`src/rtl/wb_uart_dbg_master_if.sv`:
```
// Classic Wishbone master bundle used by the UART debug master.
// dat_w carries master write data and dat_r carries slave read data.
interface wb_uart_dbg_master_if;
  logic [31:0] adr;
  logic [31:0] dat_w;
  logic [31:0] dat_r;
  logic [3:0]  sel;
  logic        we;
  logic        cyc;
  logic        stb;
  logic [2:0]  cti;
  logic [1:0]  bte;
  logic        ack;
  logic        err;

  modport master (
    output adr, dat_w, sel, we, cyc, stb, cti, bte,
    input  dat_r, ack, err
  );

  modport slave (
    input  adr, dat_w, sel, we, cyc, stb, cti, bte,
    output dat_r, ack, err
  );
endinterface

```
`src/rtl/wb_uart_dbg_master.sv`:
```
// UART (8N1) command decoder that issues single classic Wishbone read/write cycles
// and answers with 'K' (+ read data) or 'E' on the serial output.
module wb_uart_dbg_master #(
  parameter int unsigned CLKS_PER_BIT = 868,
  parameter int unsigned TIMEOUT      = 1023
) (
  input  logic                        wb_clk_i,
  input  logic                        wb_rst_n_i,
  input  logic                        uart_rx_i,
  output logic                        uart_tx_o,
  output logic                        busy_o,
  wb_uart_dbg_master_if.master        wbm
);

  localparam int unsigned CntW = (CLKS_PER_BIT > 1) ? $clog2(CLKS_PER_BIT) : 1;
  localparam int unsigned ToW  = (TIMEOUT > 0) ? $clog2(TIMEOUT + 1) : 1;
  localparam logic [CntW-1:0] BitLast  = CntW'(CLKS_PER_BIT - 1);
  localparam logic [CntW-1:0] HalfLast = CntW'(CLKS_PER_BIT / 2 - 1);
  localparam logic [ToW-1:0]  ToMax    = ToW'(TIMEOUT);

  typedef enum logic [1:0] {RxIdle, RxStart, RxData, RxStop} rx_state_e;
  typedef enum logic [2:0] {StIdle, StAddr, StData, StBus, StResp} state_e;

  // RX synchronizer and deserializer
  logic            r_rx_meta, r_rx_sync, r_rx_prev;
  rx_state_e       r_rx_state, w_rx_state_d;
  logic [CntW-1:0] r_rx_cnt, w_rx_cnt_d;
  logic [2:0]      r_rx_bit, w_rx_bit_d;
  logic [7:0]      r_rx_shift, w_rx_shift_d;
  logic            w_rx_fall, w_rx_done, w_rx_ferr;

  assign w_rx_fall = r_rx_prev & ~r_rx_sync;

  always_ff @(posedge wb_clk_i or negedge wb_rst_n_i) begin
    if (!wb_rst_n_i) begin
      r_rx_meta  <= 1'b1;
      r_rx_sync  <= 1'b1;
      r_rx_prev  <= 1'b1;
      r_rx_state <= RxIdle;
      r_rx_cnt   <= '0;
      r_rx_bit   <= '0;
      r_rx_shift <= '0;
    end else begin
      r_rx_meta  <= uart_rx_i;
      r_rx_sync  <= r_rx_meta;
      r_rx_prev  <= r_rx_sync;
      r_rx_state <= w_rx_state_d;
      r_rx_cnt   <= w_rx_cnt_d;
      r_rx_bit   <= w_rx_bit_d;
      r_rx_shift <= w_rx_shift_d;
    end
  end

  always_comb begin
    w_rx_state_d = r_rx_state;
    w_rx_cnt_d   = r_rx_cnt + 1'b1;
    w_rx_bit_d   = r_rx_bit;
    w_rx_shift_d = r_rx_shift;
    w_rx_done    = 1'b0;
    w_rx_ferr    = 1'b0;
    case (r_rx_state)
      RxIdle: begin
        w_rx_cnt_d = '0;
        if (w_rx_fall) w_rx_state_d = RxStart;
      end
      RxStart: begin
        if (r_rx_cnt == HalfLast) begin
          w_rx_cnt_d   = '0;
          w_rx_bit_d   = '0;
          // A start bit that is high again at mid-bit was only a glitch
          w_rx_state_d = r_rx_sync ? RxIdle : RxData;
        end
      end
      RxData: begin
        if (r_rx_cnt == BitLast) begin
          w_rx_cnt_d   = '0;
          w_rx_shift_d = {r_rx_sync, r_rx_shift[7:1]};
          w_rx_bit_d   = r_rx_bit + 1'b1;
          if (r_rx_bit == 3'd7) w_rx_state_d = RxStop;
        end
      end
      RxStop: begin
        if (r_rx_cnt == BitLast) begin
          w_rx_state_d = RxIdle;
          w_rx_done    = r_rx_sync;
          w_rx_ferr    = ~r_rx_sync;
        end
      end
      default: w_rx_state_d = RxIdle;
    endcase
  end

  // Command FSM, bus cycle and response serializer
  state_e          r_state, w_state_d;
  logic            r_is_write, w_is_write_d;
  logic [1:0]      r_byte_cnt, w_byte_cnt_d;
  logic [31:0]     r_addr, w_addr_d;
  logic [31:0]     r_wdata, w_wdata_d;
  logic [31:0]     r_rdata, w_rdata_d;
  logic [ToW-1:0]  r_to_cnt, w_to_cnt_d, w_to_next;
  logic [2:0]      r_resp_left, w_resp_left_d;
  logic [9:0]      r_tx_shift, w_tx_shift_d;
  logic [CntW-1:0] r_tx_cnt, w_tx_cnt_d;
  logic [3:0]      r_tx_bit, w_tx_bit_d;
  logic            w_bus_end, w_bus_ok;

  always_ff @(posedge wb_clk_i or negedge wb_rst_n_i) begin
    if (!wb_rst_n_i) begin
      r_state     <= StIdle;
      r_is_write  <= 1'b0;
      r_byte_cnt  <= '0;
      r_addr      <= '0;
      r_wdata     <= '0;
      r_rdata     <= '0;
      r_to_cnt    <= '0;
      r_resp_left <= '0;
      r_tx_shift  <= '1;
      r_tx_cnt    <= '0;
      r_tx_bit    <= '0;
    end else begin
      r_state     <= w_state_d;
      r_is_write  <= w_is_write_d;
      r_byte_cnt  <= w_byte_cnt_d;
      r_addr      <= w_addr_d;
      r_wdata     <= w_wdata_d;
      r_rdata     <= w_rdata_d;
      r_to_cnt    <= w_to_cnt_d;
      r_resp_left <= w_resp_left_d;
      r_tx_shift  <= w_tx_shift_d;
      r_tx_cnt    <= w_tx_cnt_d;
      r_tx_bit    <= w_tx_bit_d;
    end
  end

  assign w_to_next = r_to_cnt + 1'b1;

  always_comb begin
    w_state_d     = r_state;
    w_is_write_d  = r_is_write;
    w_byte_cnt_d  = r_byte_cnt;
    w_addr_d      = r_addr;
    w_wdata_d     = r_wdata;
    w_rdata_d     = r_rdata;
    w_to_cnt_d    = r_to_cnt;
    w_resp_left_d = r_resp_left;
    w_tx_shift_d  = r_tx_shift;
    w_tx_cnt_d    = r_tx_cnt;
    w_tx_bit_d    = r_tx_bit;
    w_bus_end     = 1'b0;
    w_bus_ok      = 1'b0;
    case (r_state)
      StIdle: begin
        w_byte_cnt_d = '0;
        if (w_rx_done && (r_rx_shift == 8'h52 || r_rx_shift == 8'h57)) begin
          w_is_write_d = (r_rx_shift == 8'h57);
          w_state_d    = StAddr;
        end
      end
      StAddr: begin
        if (w_rx_ferr) begin
          w_state_d = StIdle;
        end else if (w_rx_done) begin
          w_addr_d     = {r_addr[23:0], r_rx_shift};
          w_byte_cnt_d = r_byte_cnt + 1'b1;
          w_to_cnt_d   = '0;
          if (r_byte_cnt == 2'd3) w_state_d = r_is_write ? StData : StBus;
        end
      end
      StData: begin
        if (w_rx_ferr) begin
          w_state_d = StIdle;
        end else if (w_rx_done) begin
          w_wdata_d    = {r_wdata[23:0], r_rx_shift};
          w_byte_cnt_d = r_byte_cnt + 1'b1;
          w_to_cnt_d   = '0;
          if (r_byte_cnt == 2'd3) w_state_d = StBus;
        end
      end
      StBus: begin
        // Counter stops at TIMEOUT because the cycle ends on that edge
        if (TIMEOUT != 0) w_to_cnt_d = w_to_next;
        if (wbm.err) begin
          w_bus_end = 1'b1;
        end else if (wbm.ack) begin
          w_bus_end = 1'b1;
          w_bus_ok  = 1'b1;
          w_rdata_d = wbm.dat_r;
        end else if (TIMEOUT != 0 && w_to_next == ToMax) begin
          w_bus_end = 1'b1;
        end
        if (w_bus_end) begin
          w_state_d     = StResp;
          w_tx_shift_d  = {1'b1, (w_bus_ok ? 8'h4B : 8'h45), 1'b0};
          w_tx_cnt_d    = '0;
          w_tx_bit_d    = '0;
          w_resp_left_d = (w_bus_ok && !r_is_write) ? 3'd4 : 3'd0;
        end
      end
      StResp: begin
        w_tx_cnt_d = r_tx_cnt + 1'b1;
        if (r_tx_cnt == BitLast) begin
          w_tx_cnt_d   = '0;
          w_tx_shift_d = {1'b1, r_tx_shift[9:1]};
          w_tx_bit_d   = r_tx_bit + 1'b1;
          if (r_tx_bit == 4'd9) begin
            w_tx_bit_d = '0;
            if (r_resp_left != 3'd0) begin
              w_tx_shift_d  = {1'b1, r_rdata[31:24], 1'b0};
              w_rdata_d     = {r_rdata[23:0], 8'h00};
              w_resp_left_d = r_resp_left - 1'b1;
            end else begin
              w_state_d = StIdle;
            end
          end
        end
      end
      default: w_state_d = StIdle;
    endcase
  end

  assign uart_tx_o = r_tx_shift[0];
  assign busy_o    = (r_state != StIdle);
  assign wbm.cyc   = (r_state == StBus);
  assign wbm.stb   = wbm.cyc;
  assign wbm.sel   = wbm.cyc ? 4'hF : 4'h0;
  assign wbm.we    = wbm.cyc & r_is_write;
  assign wbm.adr   = r_addr;
  assign wbm.dat_w = r_wdata;
  assign wbm.cti   = 3'b000;
  assign wbm.bte   = 2'b00;

endmodule

```
`src/flat_wrapper.sv`:
```
// flat-port wrapper written by rule: the top's interface ports become plain ports
module wb_uart_dbg_master_flat 
#(
  parameter int unsigned CLKS_PER_BIT = 868,
  parameter int unsigned TIMEOUT      = 1023
)
  (wb_clk_i, wb_rst_n_i, uart_rx_i, uart_tx_o, busy_o, wbm_adr, wbm_dat_w, wbm_sel, wbm_we, wbm_cyc, wbm_stb, wbm_cti, wbm_bte, wbm_dat_r, wbm_ack, wbm_err);
  wb_uart_dbg_master_if wbm_i ();
  input  logic wb_clk_i;
  input  logic wb_rst_n_i;
  input  logic uart_rx_i;
  output logic uart_tx_o;
  output logic busy_o;
  output wire logic [$bits(wbm_i.adr)-1:0] wbm_adr;
  output wire logic [$bits(wbm_i.dat_w)-1:0] wbm_dat_w;
  output wire logic [$bits(wbm_i.sel)-1:0] wbm_sel;
  output wire logic [$bits(wbm_i.we)-1:0] wbm_we;
  output wire logic [$bits(wbm_i.cyc)-1:0] wbm_cyc;
  output wire logic [$bits(wbm_i.stb)-1:0] wbm_stb;
  output wire logic [$bits(wbm_i.cti)-1:0] wbm_cti;
  output wire logic [$bits(wbm_i.bte)-1:0] wbm_bte;
  input wire logic [$bits(wbm_i.dat_r)-1:0] wbm_dat_r;
  input wire logic [$bits(wbm_i.ack)-1:0] wbm_ack;
  input wire logic [$bits(wbm_i.err)-1:0] wbm_err;
  assign wbm_adr = wbm_i.adr;
  assign wbm_dat_w = wbm_i.dat_w;
  assign wbm_sel = wbm_i.sel;
  assign wbm_we = wbm_i.we;
  assign wbm_cyc = wbm_i.cyc;
  assign wbm_stb = wbm_i.stb;
  assign wbm_cti = wbm_i.cti;
  assign wbm_bte = wbm_i.bte;
  assign wbm_i.dat_r = wbm_dat_r;
  assign wbm_i.ack = wbm_ack;
  assign wbm_i.err = wbm_err;
  wb_uart_dbg_master #(.CLKS_PER_BIT(CLKS_PER_BIT), .TIMEOUT(TIMEOUT)) u_core (.wb_clk_i(wb_clk_i), .wb_rst_n_i(wb_rst_n_i), .uart_rx_i(uart_rx_i), .uart_tx_o(uart_tx_o), .busy_o(busy_o), .wbm(wbm_i));
endmodule
```
`config.mk`:
```
export PLATFORM = sky130hd
export DESIGN_NAME = wb_uart_dbg_master_flat
export DESIGN_NICKNAME = d
export VERILOG_FILES = /design/src/rtl/wb_uart_dbg_master_if.sv /design/src/rtl/wb_uart_dbg_master.sv /design/src/flat_wrapper.sv
export SDC_FILE = /design/constraint.sdc
export NUM_CORES = 1
export LEC_CHECK = 0
export CAP_MARGIN = 5
export CORE_MARGIN = 3
export CORE_UTILIZATION = 54
export DETAILED_ROUTE_END_ITERATION = 10
export PLACE_DENSITY = 0.79
export SYNTH_ARGS = -nofsm -noshare
export SYNTH_HDL_FRONTEND = slang
export SYNTH_SLANG_ARGS = --single-unit
```
`constraint.sdc`:
```
create_clock -name wb_clk_i -period 2.74 [get_ports wb_clk_i]
set_input_delay 0.548 -clock wb_clk_i [delete_from_list [all_inputs] [get_ports wb_clk_i]]
set_output_delay 0.548 -clock wb_clk_i [all_outputs]
set_load 0.02 [all_outputs]
```
=== Word level (Yosys, flattened, before mapping) ===
Index checks and enable logic that the tools add are counted.

* Bits in registers: 165
* Word-level logic and storage cells: 159
* Input bits: 37
* ROM bits: 0
* Output and inout port bits: 78
* Memories kept: 0
* RAM bits: 0
* Bits in latches: 0

* Mux-type cells: 69
* Shift operators: 0
* Reduce and logical (&&, ||, !) cells: 26
* Eq/ne operators: 35
* Bitwise logic cells: 4
* $lt $le $gt $ge: 0
* Div/mod/pow operators: 0
* Add/subtract/negate cells: 7
* Multipliers: 0

{| class="wikitable"
|+ Operators by type and width
! kind !! number
|-
| $mux W32 || 5
|-
| $mux W10 || 9
|-
| $pmux W32 S2 || 1
|-
| $pmux W10 S2 || 3
|-
| $mux W3 || 18
|-
| $add A10 B1 Y10 const B || 3
|-
| $eq A10 B10 Y1 const B || 3
|-
| $pmux W10 S3 || 1
|-
| $mux W4 || 5
|-
| $ne A2 B1 Y1 const B || 10
|-
| $reduce_and A3 Y1 || 6
|-
| $eq A8 B7 Y1 const B || 2
|-
| $mux W2 || 8
|-
| $pmux W3 S5 || 1
|-
| $mux W1 || 12
|-
| $ne A3 B1 Y1 const B || 4
|-
| $pmux W3 S2 || 2
|-
| $eq A10 B9 Y1 const B || 1
|-
| $ne A2 B2 Y1 const B || 5
|-
| $reduce_and A5 Y1 || 2
|-
| $mux W9 || 1
|-
| $reduce_and A9 Y1 || 1
|-
| $pmux W2 S4 || 1
|-
| $pmux W4 S2 || 1
|-
| other kinds (23) || 36
|}

=== Depth between registers and ports, before layout ===
Gate-level depths: netlist of the first run.

* Depth after elaboration: 8
* Mapped depth: 11
* Mapped depth without buffers: 8

=== Least setup slack after synthesis of the first run ===
Ideal clock, no wire load.

* Kind: register -> register
* From: register u_core.r_to_cnt[0]
* To: register u_core.r_tx_bit[1]
* Data arrival time: 2.322 ns
* Buffers on the path: 1
* Setup time: 0.127 ns
* Required time: 2.613 ns
* Path slack: 0.290 ns
* Period minus slack after synthesis: 2.450 ns
* Cell stages (with the launch flop): 9
* Path through: dfrtp_1 ha_1 nand3_1 xnor2_1 o2111ai_1 o41a_1 a21oi_4 buf_6 mux2_1

* Cells in the longest elaborated chain, start to end: 8

{| class="wikitable"
|+ RTL lines
! what !! line !! RTL
|-
| from (decl) || wb_uart_dbg_master.sv:100 || <nowiki>logic [ToW-1:0] r_to_cnt, w_to_cnt_d, w_to_next;</nowiki>
|-
| from (signal assigned) || wb_uart_dbg_master.sv:127 || <nowiki>r_to_cnt <= w_to_cnt_d;</nowiki>
|-
| $add A10 B1 Y10 || wb_uart_dbg_master.sv:135 || <nowiki>assign w_to_next = r_to_cnt + 1'b1;</nowiki>
|-
| $eq A10 B10 Y1 || wb_uart_dbg_master.sv:188 || <nowiki>end else if (TIMEOUT != 0 && w_to_next == ToMax) begin</nowiki>
|-
| $mux W1 || wb_uart_dbg_master.sv:188 ||
|-
| $mux W1 || wb_uart_dbg_master.sv:184 || <nowiki>end else if (wbm.ack) begin</nowiki>
|-
| $mux W1 || wb_uart_dbg_master.sv:182 || <nowiki>if (wbm.err) begin</nowiki>
|-
| $mux W1 || wb_uart_dbg_master.sv:151 || <nowiki>case (r_state)</nowiki>
|-
| $ne A2 B2 Y1 (no line) || -- ||
|-
| $reduce_and A3 Y1 (no line) || -- ||
|-
| to (signal assigned) || wb_uart_dbg_master.sv:131 || <nowiki>r_tx_bit <= w_tx_bit_d;</nowiki>
|-
| to (decl) || wb_uart_dbg_master.sv:104 || <nowiki>logic [3:0] r_tx_bit, w_tx_bit_d;</nowiki>
|}

Every way passes these cells. The select of a mux whose other input is x is not followed.
A chain may end at the register's enable or synchronous reset.

=== Final worst setup path of the first run ===
* From: register u_core.r_state[2]
* To: output port wbm_we

* Cells in the longest elaborated chain, start to end: 2

{| class="wikitable"
|+ RTL lines
! what !! line !! RTL
|-
| from (decl) || wb_uart_dbg_master.sv:94 || <nowiki>state_e r_state, w_state_d;</nowiki>
|-
| from (signal assigned) || wb_uart_dbg_master.sv:109 || <nowiki>r_state <= StIdle;</nowiki>
|-
| from (signal assigned) || wb_uart_dbg_master.sv:121 || <nowiki>r_state <= w_state_d;</nowiki>
|-
| $eq A3 B2 Y1 || wb_uart_dbg_master.sv:223 || <nowiki>assign wbm.cyc = (r_state == StBus);</nowiki>
|-
| $and A1 B1 Y1 || wb_uart_dbg_master.sv:226 || <nowiki>assign wbm.we = wbm.cyc & r_is_write;</nowiki>
|-
| to (decl) || flat_wrapper.sv:17 || <nowiki>output wire logic [$bits(wbm_i.we)-1:0] wbm_we;</nowiki>
|}

Every way passes these cells.

==> impl_table.tex, run 1 <==
\begin{tabular}{lr}
\hline
Metric & Value \\
\hline
\multicolumn{2}{l}{\textbf{Run status}} \\
\quad Status & finished clean \\
\multicolumn{2}{l}{\textbf{Worst setup path}} \\
\quad CP endpoint kind & output port \\
\quad Required time reported for the critical path endpoint & about 2.2 ns \\
\quad FF-to-FF path depth & 8 \\
\quad Critical path class & reg -> out \\
\quad CP cell instances & nand3b\_1, inv\_4, and2\_1, clkdlybuf4s50\_1 \\
\quad Worst setup slack for register-to-register paths & 0.22 ns \\
\quad Worst R2R End & u\_core.r\_tx\_shift[6] \\
\quad Top fanout value on the critical path & 15 \\
\quad Crit start category & flip-flop \\
\quad Critical Path Max Stage Delay & around 0.59 ns \\
\quad Arrival time at the worst endpoint & 2.08 ns \\
\quad Crit-path slowest cell & sky130\_fd\_sc\_hd\_\_clkdlybuf4s50\_1 \\
\quad CP delay by family, top & buffers and inverters \\
\quad Worst r2r src & u\_core.r\_to\_cnt[0] \\
\quad Critical path buffer and inverter count & 2 \\
\multicolumn{2}{l}{\textbf{Drt}} \\
\quad 1st-pass router iterations & 5 \\
\quad Count of nets left with antenna violations after detail routing & 0 \\
\quad Total vias in the final route & 5424 \\
\quad Final wirelength & 16.4 mm \\
\quad Final routed DRC violation total & 0 \\
\quad Ratio of routed vias to standard cells & 5.58 \\
\quad Routed wire per std cell & 16.9 um \\
\quad Drt initial violations & 398 \\
\multicolumn{2}{l}{\textbf{Global routing}} \\
\quad Met1 track utilization from global routing & 28.5\% \\
\quad Overflow after GRT & 0 \\
\quad Wire length of the first global-routing pass & about 28 mm \\
\quad Overall fraction of global-route tracks in use & 21.6\% \\
\quad Vias in the first global route & 5494 \\
\quad Maximum number of pins on one net before global-route repair & 63 \\
\quad Met3 global-route usage & 5.62\% \\
\quad Antenna violations before repair & 0 \\
\quad Busiest metal layer after global routing & met2 \\
\quad Met2 Track Usage GR & a little over a third \\
\multicolumn{2}{l}{\textbf{Layout}} \\
\quad Number of inserted diodes & 0 \\
\quad Area of all placed cells without fillers & 9460 um2 \\
\quad Nets & 836 \\
\quad Layout area overhead & 24.8\% \\
\quad FILL cells & 965 \\
\quad Ratio of cells with drive above 1 in the final layout & between 10\% and 20\% \\
\multicolumn{2}{l}{\textbf{Timing}} \\
\quad Worst clock skew on the final layout & 0.0103 ns \\
\quad Period utilization & 96.0\% \\
\quad Achievable Freq & around 0.38 GHz \\
\quad Minimum period implied by the final worst setup slack & roughly 2.6 ns \\
\quad Post-route setup TNS & 0 ns \\
\quad Final number of hold-violating endpoints & 0 \\
\quad Number of pins exceeding their max-slew limit in the final report & 0 \\
\quad RSZ-0062 raised after global routing & false \\
\quad Worst slew margin relative to its limit & 53.8\% \\
\quad Worst Hold Margin & 0.0935 ns \\
\quad Slew at the pin closest to its max-slew limit & 0.693 ns \\
\quad Setup violators final & 0 \\
\multicolumn{2}{l}{\textbf{Clocking}} \\
\quad Number of H-tree branching levels & 4 \\
\quad Root buf cell & sky130\_fd\_sc\_hd\_\_clkbuf\_16 \\
\quad Sink count of the clock tree & $\sim$160 \\
\quad Num CTS Buffers & 17 \\
\quad Cts-stage hold buffer count & 0 \\
\quad Clock transition at the registers of the reported paths & $\sim$0.060 ns \\
\quad CTS tree & yes \\
\quad Max clock buf depth & 2 \\
\quad Clock insertion delay at the later pin of the skew report & $\sim$0.43 ns \\
\multicolumn{2}{l}{\textbf{Synth}} \\
\quad Number of instances in the synthesized netlist & about 670 \\
\quad Post-synthesis sequential element count & around 160 \\
\quad Top area cells in the synthesized netlist & sky130\_fd\_sc\_hd\_\_dfrtp\_1, sky130\_fd\_sc\_hd\_\_mux2\_2, sky130\_fd\_sc\_hd\_\_mux2i\_1 \\
\quad Most common cell in the synthesized netlist & sky130\_fd\_sc\_hd\_\_dfrtp\_1 \\
\quad Number of distinct library cells after synthesis & 60 \\
\quad Predominant post-synthesis flop cell & sky130\_fd\_sc\_hd\_\_dfrtp\_1 \\
\quad Seq/Total Area, Yosys & 54.3\% \\
\quad Number of enable flip-flop cells after synthesis & 0 \\
\quad Number of synthesis warnings & 0 \\
\quad Leading post-synthesis cells by instance count & sky130\_fd\_sc\_hd\_\_dfrtp\_1, sky130\_fd\_sc\_hd\_\_mux2\_2, sky130\_fd\_sc\_hd\_\_nand2\_1 \\
\quad Yosys top cell area share & between 50\% and 60\% \\
\quad Cell type contributing the most total cell area after synthesis & sky130\_fd\_sc\_hd\_\_dfrtp\_1 \\
\quad Mean cell area of the mapped netlist & 11.2 um2 \\
\quad Post-synth ARST share & 100\% \\
\quad Post-Syn Area & 7580 um2 \\
\multicolumn{2}{l}{\textbf{Power}} \\
\quad Power density over cell area & 536 nW/um2 \\
\quad Leakage Power & between 4 and 5 nW \\
\quad Worst supply voltage drop on vdd & 448 uV \\
\quad Power consumption & 5.08 mW \\
\multicolumn{2}{l}{\textbf{Floorplan}} \\
\quad Site row count & 42 \\
\quad Full die area & 15500 um2 \\
\quad Standard cell core area & 13500 um2 \\
\quad Number of top-level design ports & 115 \\
\quad Width of the die & 124 um \\
\quad Starting density of the core & 56.1\% \\
\quad Chip Height & 124 um \\
\multicolumn{2}{l}{\textbf{Flow run}} \\
\quad Number of violations of the max-capacitance limit & 0 \\
\multicolumn{2}{l}{\textbf{Placement}} \\
\quad HPWL reported at the end of detailed placement & between 10 and 15 mm \\
\quad \# port buffers & 109 \\
\quad Post-Place Cell Area & about 8900 um2 \\
\quad Routability Congestion & 0.863 \\
\multicolumn{2}{l}{\textbf{Min path}} \\
\quad Path class of the lowest-slack min-delay path & in -> async \\
\hline
\end{tabular}
==> cells by family (layout without fill, tap and decap cells) <==
logic type / count (synthesis) / in the layout / share of synthesized area [%]
AND/OR/NAND/NOR: 197 / 197 / 12.9
flip-flops: 164 / 164 / 54.3
multiplexers: 114 / 114 / 16.4
AO/OA/AOI/OAI: 110 / 110 / 8.66
buffers and inverters: 60 / 178 / 3.71
adder cells (fa/ha/maj): 16 / 16 / 2.64
XOR/XNOR: 12 / 12 / 1.39
other: 1 / 5 / 0.0495
==> how the worst max path moves through the flow <==
stage | to | slack [ns] | from | cells past startpoint
floorplan | u_core.r_tx_bit[1] | 0.29 | u_core.r_to_cnt[0] | 8
global placement | u_core.r_tx_bit[1] | 0.20 | u_core.r_to_cnt[0] | 7
detailed placement | u_core.r_tx_bit[1] | 0.09 | u_core.r_to_cnt[0] | 7
CTS | u_core.r_tx_bit[1] | 0.07 | u_core.r_to_cnt[0] | 7
global route | wbm_we | 0.02 | u_core.r_state[2] | 4
finish | wbm_we | 0.11 | u_core.r_state[2] | 4
==> registers in the layout, indices dropped and copies added, names as in the netlist, 2 cells and up, named ones only <==
| signal | count |
|---|---|
| u_core.r_rx_bit | 3 |
| u_core.r_tx_cnt | 10 |
| u_core.r_resp_left | 3 |
| u_core.r_state | 3 |
| u_core.wbm.adr | 32 |
| u_core.r_tx_bit | 4 |
| u_core.r_byte_cnt | 2 |
| u_core.r_rdata | 32 |
| u_core.r_rx_cnt | 10 |
| u_core.wbm.dat_w | 32 |
| u_core.r_to_cnt | 10 |
| u_core.r_tx_shift | 9 |
| u_core.r_rx_shift | 8 |
==> routing by layer <==
layer	vias to the layer above	routed length [um]
met5	-	0
met4	0	206
met3	14	662
met2	126	8320
li1	2581	-
met1	2703	7200
==> where the power goes <==
part | leakage [nW] | switching, mW | internal [mW]
Sequential | 2.17 | 0.0371 | 2.46
Clock | 0.256 | 1.00 | 1.20
Combinational | 2.09 | 0.219 | 0.162
Total | 4.51 | 1.26 | 3.82
==> layout by cell type (no fill, tap or decap), drive strengths merged, types with 2 or more instances in the layout <==
cell	synthesis	routed
o31ai	3	3
dfstp	12	12
nor3b	3	3
mux2i	35	35
a21boi	2	2
conb	1	5
mux2	79	79
or3b	2	2
and3	6	6
o21ai	63	63
o21a	3	3
nand3b	2	2
xor2	5	5
a41oi	2	2
nor2b	4	4
inv	20	24
a21o	2	2
nand2	72	72
nand3	28	28
buf	21	18
and2	4	4
o211ai	4	4
a31oi	8	8
xnor2	7	7
clkbuf	19	20
nor4bb	3	3
nand2b	8	8
nor3	13	13
or3	3	3
dfrtp	152	152
clkdlybuf4s50	0	108
clkinvlp	0	4
ha	16	16
nor4	4	4
nor2	34	34
clkinv	0	4
a21oi	15	15
nand4	6	6
==> layout make-up <==
class                   instances  area, um2  share of cell area [%]
clock inverters                12       98.8                    1.04
well taps                     176        220                    2.33
multi-input cells             454       3220                    34.0
clock buffers                  20        447                    4.72
inverters                      20       77.6                   0.820
flip-flops and latches        164       4120                    43.5
repair buffers                126       1280                    13.6
==> through the flow <==
stage,utilization [%],cells,setup WS (ns)
floorplan,-,678,0.290
global placement,65.7,938,0.200
detailed placement,65.7,938,0.0899
CTS,69.7,970,0.0687
global route,70.1,972,0.0171
finish,70.1,972,0.110
==> repair_timing <==
action / in CTS / in global routing
setup endpoints to repair: 0 / 19
buffers inserted: 0 / 2
gates resized for setup: 0 / 2
Note: power is estimated with default switching activity, not from simulation.
==> run 2: changes to the inputs <==
--- a/config.mk
+++ b/config.mk
@@ -9,7 +9,8 @@
 export CORE_MARGIN = 3
 export CORE_UTILIZATION = 54
 export DETAILED_ROUTE_END_ITERATION = 10
-export PLACE_DENSITY = 0.79
+export DONT_BUFFER_PORTS = 1
+export PLACE_DENSITY = 0.68
 export SYNTH_ARGS = -nofsm -noshare
 export SYNTH_HDL_FRONTEND = slang
 export SYNTH_SLANG_ARGS = --single-unit
==> run 2 against run 1 <==
Effect of this change: the flow now finishes with violations (hold timing); critical path depth increased by 4; worst hold slack got worse by 0.28 ns; critical path type is now reg -> reg; power increased by 1.6%; highest routed layer unchanged; sequential power about the same; utilization decreased by 8.2 points; first-iteration DRC count decreased by 2.3%; routed wire length decreased by 11%; clock skew decreased by 0.0024 ns; worst setup slack improved by 0.060 ns.
==> impl_table.tex, run 2 (synthesis results as in run 1) <==
\begin{tabular}{lr}
\hline
Metric & Value \\
\hline
\multicolumn{2}{l}{\textbf{Run status}} \\
\quad Status & finished, violations left \\
\quad Violations in the final reports & hold timing \\
\multicolumn{2}{l}{\textbf{Placement}} \\
\quad Routability Congestion & 0.821 (-4.9\%) \\
\quad \# port buffers & 0 (-100\%) \\
\quad Post-Place Cell Area & 7740 um2 (-13\%) \\
\quad HPWL reported at the end of detailed placement & 9.77 mm (-10\%) \\
\quad Count of placed standard cells including taps & 825 (-12\%) \\
\multicolumn{2}{l}{\textbf{Timing}} \\
\quad Period utilization & 93.8\% (-2.2 points) \\
\quad RSZ-0062 raised after global routing & false \\
\quad Worst clock skew on the final layout & 0.00797 ns (-0.00235 ns) \\
\quad Achievable Freq & 0.389 GHz (+2.4\%) \\
\quad Number of pins exceeding their max-slew limit in the final report & 0 (unchanged) \\
\quad Slew at the pin closest to its max-slew limit & 1.16 ns (+0.462 ns) \\
\quad Worst slew margin relative to its limit & 22.7\% (-31 points) \\
\quad Final number of hold-violating endpoints & 159 (+159) \\
\quad Post-route setup TNS & 0 ns (unchanged) \\
\quad Minimum period implied by the final worst setup slack & 2.57 ns (-0.0604 ns) \\
\quad Worst Hold Margin & -0.182 ns (-0.276 ns) \\
\quad Setup violators final & 0 (unchanged) \\
\multicolumn{2}{l}{\textbf{Worst setup path}} \\
\quad Worst R2R End & u\_core.r\_tx\_cnt[8] \\
\quad Crit start category & flip-flop \\
\quad FF-to-FF path depth & 8 (unchanged) \\
\quad Crit-path slowest cell & sky130\_fd\_sc\_hd\_\_o41a\_1 \\
\quad Top fanout value on the critical path & 10 (-5) \\
\quad Arrival time at the worst endpoint & 2.85 ns (+0.77 ns) \\
\quad Critical Path Max Stage Delay & 0.49 ns (-0.10 ns) \\
\quad Required time reported for the critical path endpoint & 3.02 ns (+0.83 ns) \\
\quad Critical path class & reg -> reg \\
\quad Worst setup slack for register-to-register paths & 0.17 ns (-0.05 ns) \\
\quad CP cell instances & ha\_1, nand3\_1, xnor2\_1, o2111ai\_1, o41a\_1, buf\_4, o21ai\_2, a31oi\_1 \\
\quad CP endpoint kind & flip-flop \\
\quad Worst r2r src & u\_core.r\_to\_cnt[0] \\
\multicolumn{2}{l}{\textbf{Layout}} \\
\quad Layout area overhead & 10.3\% \\
\quad Ratio of cells with drive above 1 in the final layout & 21.0\% (+2.4 points) \\
\quad Register area & 4120 um2 (unchanged) \\
\quad FILL cells & 1042 (+8.0\%) \\
\quad Post-layout instance count excluding filler cells & 858 (-12\%) \\
\quad Total area of multi-input combinational cells & 3220 um2 (+0.16\%) \\
\quad Top library cells by usage in the layout, fill and taps aside & sky130\_fd\_sc\_hd\_\_dfrtp\_1, sky130\_fd\_sc\_hd\_\_mux2\_2, sky130\_fd\_sc\_hd\_\_nand2\_1 \\
\quad Area of all placed cells without fillers & 8360 um2 (-12\%) \\
\quad Nets & 722 (-14\%) \\
\quad Number of inserted diodes & 0 (unchanged) \\
\quad Most common cell after layout, fill and taps aside & sky130\_fd\_sc\_hd\_\_dfrtp\_1 \\
\multicolumn{2}{l}{\textbf{Power}} \\
\quad Clock network fraction of total power & 46.3\% (+3.0 points) \\
\quad Power density over cell area & 617 nW/um2 (+15\%) \\
\quad Sequential Power Share & 48.5\% (-0.7 points) \\
\quad Cell Int Power & 3.95 mW (+3.4\%) \\
\quad Net Sw Power & 1.20 mW (-4.1\%) \\
\quad Power consumption & 5.16 mW (+1.6\%) \\
\quad Proportion of power drawn by combinational gates & 5.2\% (-2.3 points) \\
\quad Switching part of the total & 23.4\% (-1.4 points) \\
\quad Worst supply voltage drop on vdd & 440 uV (-1.8\%) \\
\quad Leakage Power & 4.12 nW (-8.5\%) \\
\multicolumn{2}{l}{\textbf{Global routing}} \\
\quad Overall fraction of global-route tracks in use & 19.8\% (-1.8 points) \\
\quad Vias in the first global route & 5184 (-5.6\%) \\
\quad Wire length of the first global-routing pass & 25.6 mm (-7.1\%) \\
\quad Antenna violations before repair & 0 (unchanged) \\
\quad Maximum number of pins on one net before global-route repair & 165 (+160\%) \\
\quad Overflow after GRT & 0 (unchanged) \\
\multicolumn{2}{l}{\textbf{Floorplan}} \\
\quad Width of the die & 124 um (unchanged) \\
\quad Number of top-level design ports & 115 (unchanged) \\
\quad Full die area & 15500 um2 (unchanged) \\
\quad Standard cell core area & 13500 um2 (unchanged) \\
\quad Site row count & 42 (unchanged) \\
\quad Starting density of the core & 56.1\% (unchanged) \\
\quad Chip Height & 124 um (unchanged) \\
\multicolumn{2}{l}{\textbf{Drt}} \\
\quad Count of nets left with antenna violations after detail routing & 0 (unchanged) \\
\quad 1st-pass router iterations & 4 (-1) \\
\quad Ratio of routed vias to standard cells & 5.69 (+1.9\%) \\
\quad Final routed DRC violation total & 0 (unchanged) \\
\quad Total vias in the final route & 4881 (-10\%) \\
\quad Drt initial violations & 389 (-2.3\%) \\
\quad Routed wire per std cell & 17.0 um (+0.93\%) \\
\quad Final wirelength & 14.6 mm (-11\%) \\
\multicolumn{2}{l}{\textbf{Clocking}} \\
\quad Number of H-tree branching levels & 4 (unchanged) \\
\quad Sink count of the clock tree & 164 (unchanged) \\
\quad Clock insertion delay at the later pin of the skew report & 0.42 ns (about the same) \\
\quad Num CTS Buffers & 17 (unchanged) \\
\quad Clock transition at the registers of the reported paths & 0.06 ns (about the same) \\
\quad Root buf cell & sky130\_fd\_sc\_hd\_\_clkbuf\_16 \\
\quad Max clock buf depth & 2 (unchanged) \\
\quad CTS tree & yes \\
\multicolumn{2}{l}{\textbf{Min path}} \\
\quad Path class of the lowest-slack min-delay path & in -> async \\
\multicolumn{2}{l}{\textbf{Flow run}} \\
\quad Number of violations of the max-capacitance limit & 0 (unchanged) \\
\hline
\end{tabular}
run 2: changes by cell type in the layout (fill, tap and decap cells not counted), moves of 2 or more:
cell,delta
sky130_fd_sc_hd__inv_8,+2
sky130_fd_sc_hd__clkdlybuf4s50_1,-108
sky130_fd_sc_hd__buf_4,-3
sky130_fd_sc_hd__bufinv_16,+2
sky130_fd_sc_hd__buf_12,-2
sky130_fd_sc_hd__inv_6,+2
sky130_fd_sc_hd__clkinvlp_4,-3
run 2: power by group through the flow:
stage                     clock network [mW]  registers, mW  logic, mW
after CTS                               2.44           2.50      0.272
final                                   2.39           2.50      0.270
after global routing                    2.55           2.50      0.317
after floorplan                            0           2.53      0.211
after detailed placement                   0           2.54      0.272
after global placement                     0           2.54      0.252
run 2: what timing repair did:
action                                  in CTS  in global routing
hold endpoints to repair                   164                161
buffers inserted                             0                  1
gates resized for setup                      0                  1
endpoints found under the setup margin       0                 12
run 2: routing by layer:
metal,vias to the layer above,wire length (um),track usage [%]
met2,97,7200,32.5
met1,2419,6600,25.9
met5,-,0,0
met3,9,696,6.09
met4,0,107,4.71
li1,2356,-,-
run 2: area by class of cell:
class | count | share of cell area (%)
Inverter | 20 | 0.898
Clock inverter | 13 | 1.95
Multi-Input combinational cell | 454 | 38.6
Clock buffer | 19 | 5.18
Tap cell | 176 | 2.63
Timing Repair Buffer | 12 | 1.53
Sequential cell | 164 | 49.3
run 2: how the worst max path moves through the flow:
stage	from	end	cells after the start
2_1_floorplan	u_core.r_to_cnt[0]	u_core.r_tx_bit[1]	8
3_5_place_dp	u_core.r_rx_cnt[0]	u_core.r_to_cnt[3]	9
6_report	u_core.r_to_cnt[0]	u_core.r_tx_cnt[8]	8
3_3_place_gp	u_core.r_to_cnt[0]	u_core.r_tx_bit[1]	7
4_1_cts	u_core.r_to_cnt[1]	u_core.r_tx_bit[1]	7
5_1_grt	u_core.r_tx_cnt[0]	u_core.r_rdata[21]	5
run 2: through the flow:
step | setup WS (ns) | utilization [%] | hold slack [ns]
final | 0.171 | 61.9 | -0.182
after floorplan | 0.290 | - | 0.252
after global placement | 0.229 | 57.3 | 0.260
after detailed placement | 0.119 | 57.3 | 0.262
after CTS | 0.124 | 61.7 | -0.193
after global routing | 0.00291 | 61.9 | -0.213
run 2: critical path, delay by kind of cell (launching register included):
family	cells	cell delay [ns]
flops	1	0.46
compound gates	4	1.15
xor+xnor	1	0.17
simple gates	1	0.16
buf+inv	1	0.18
fa+ha+maj	1	0.29
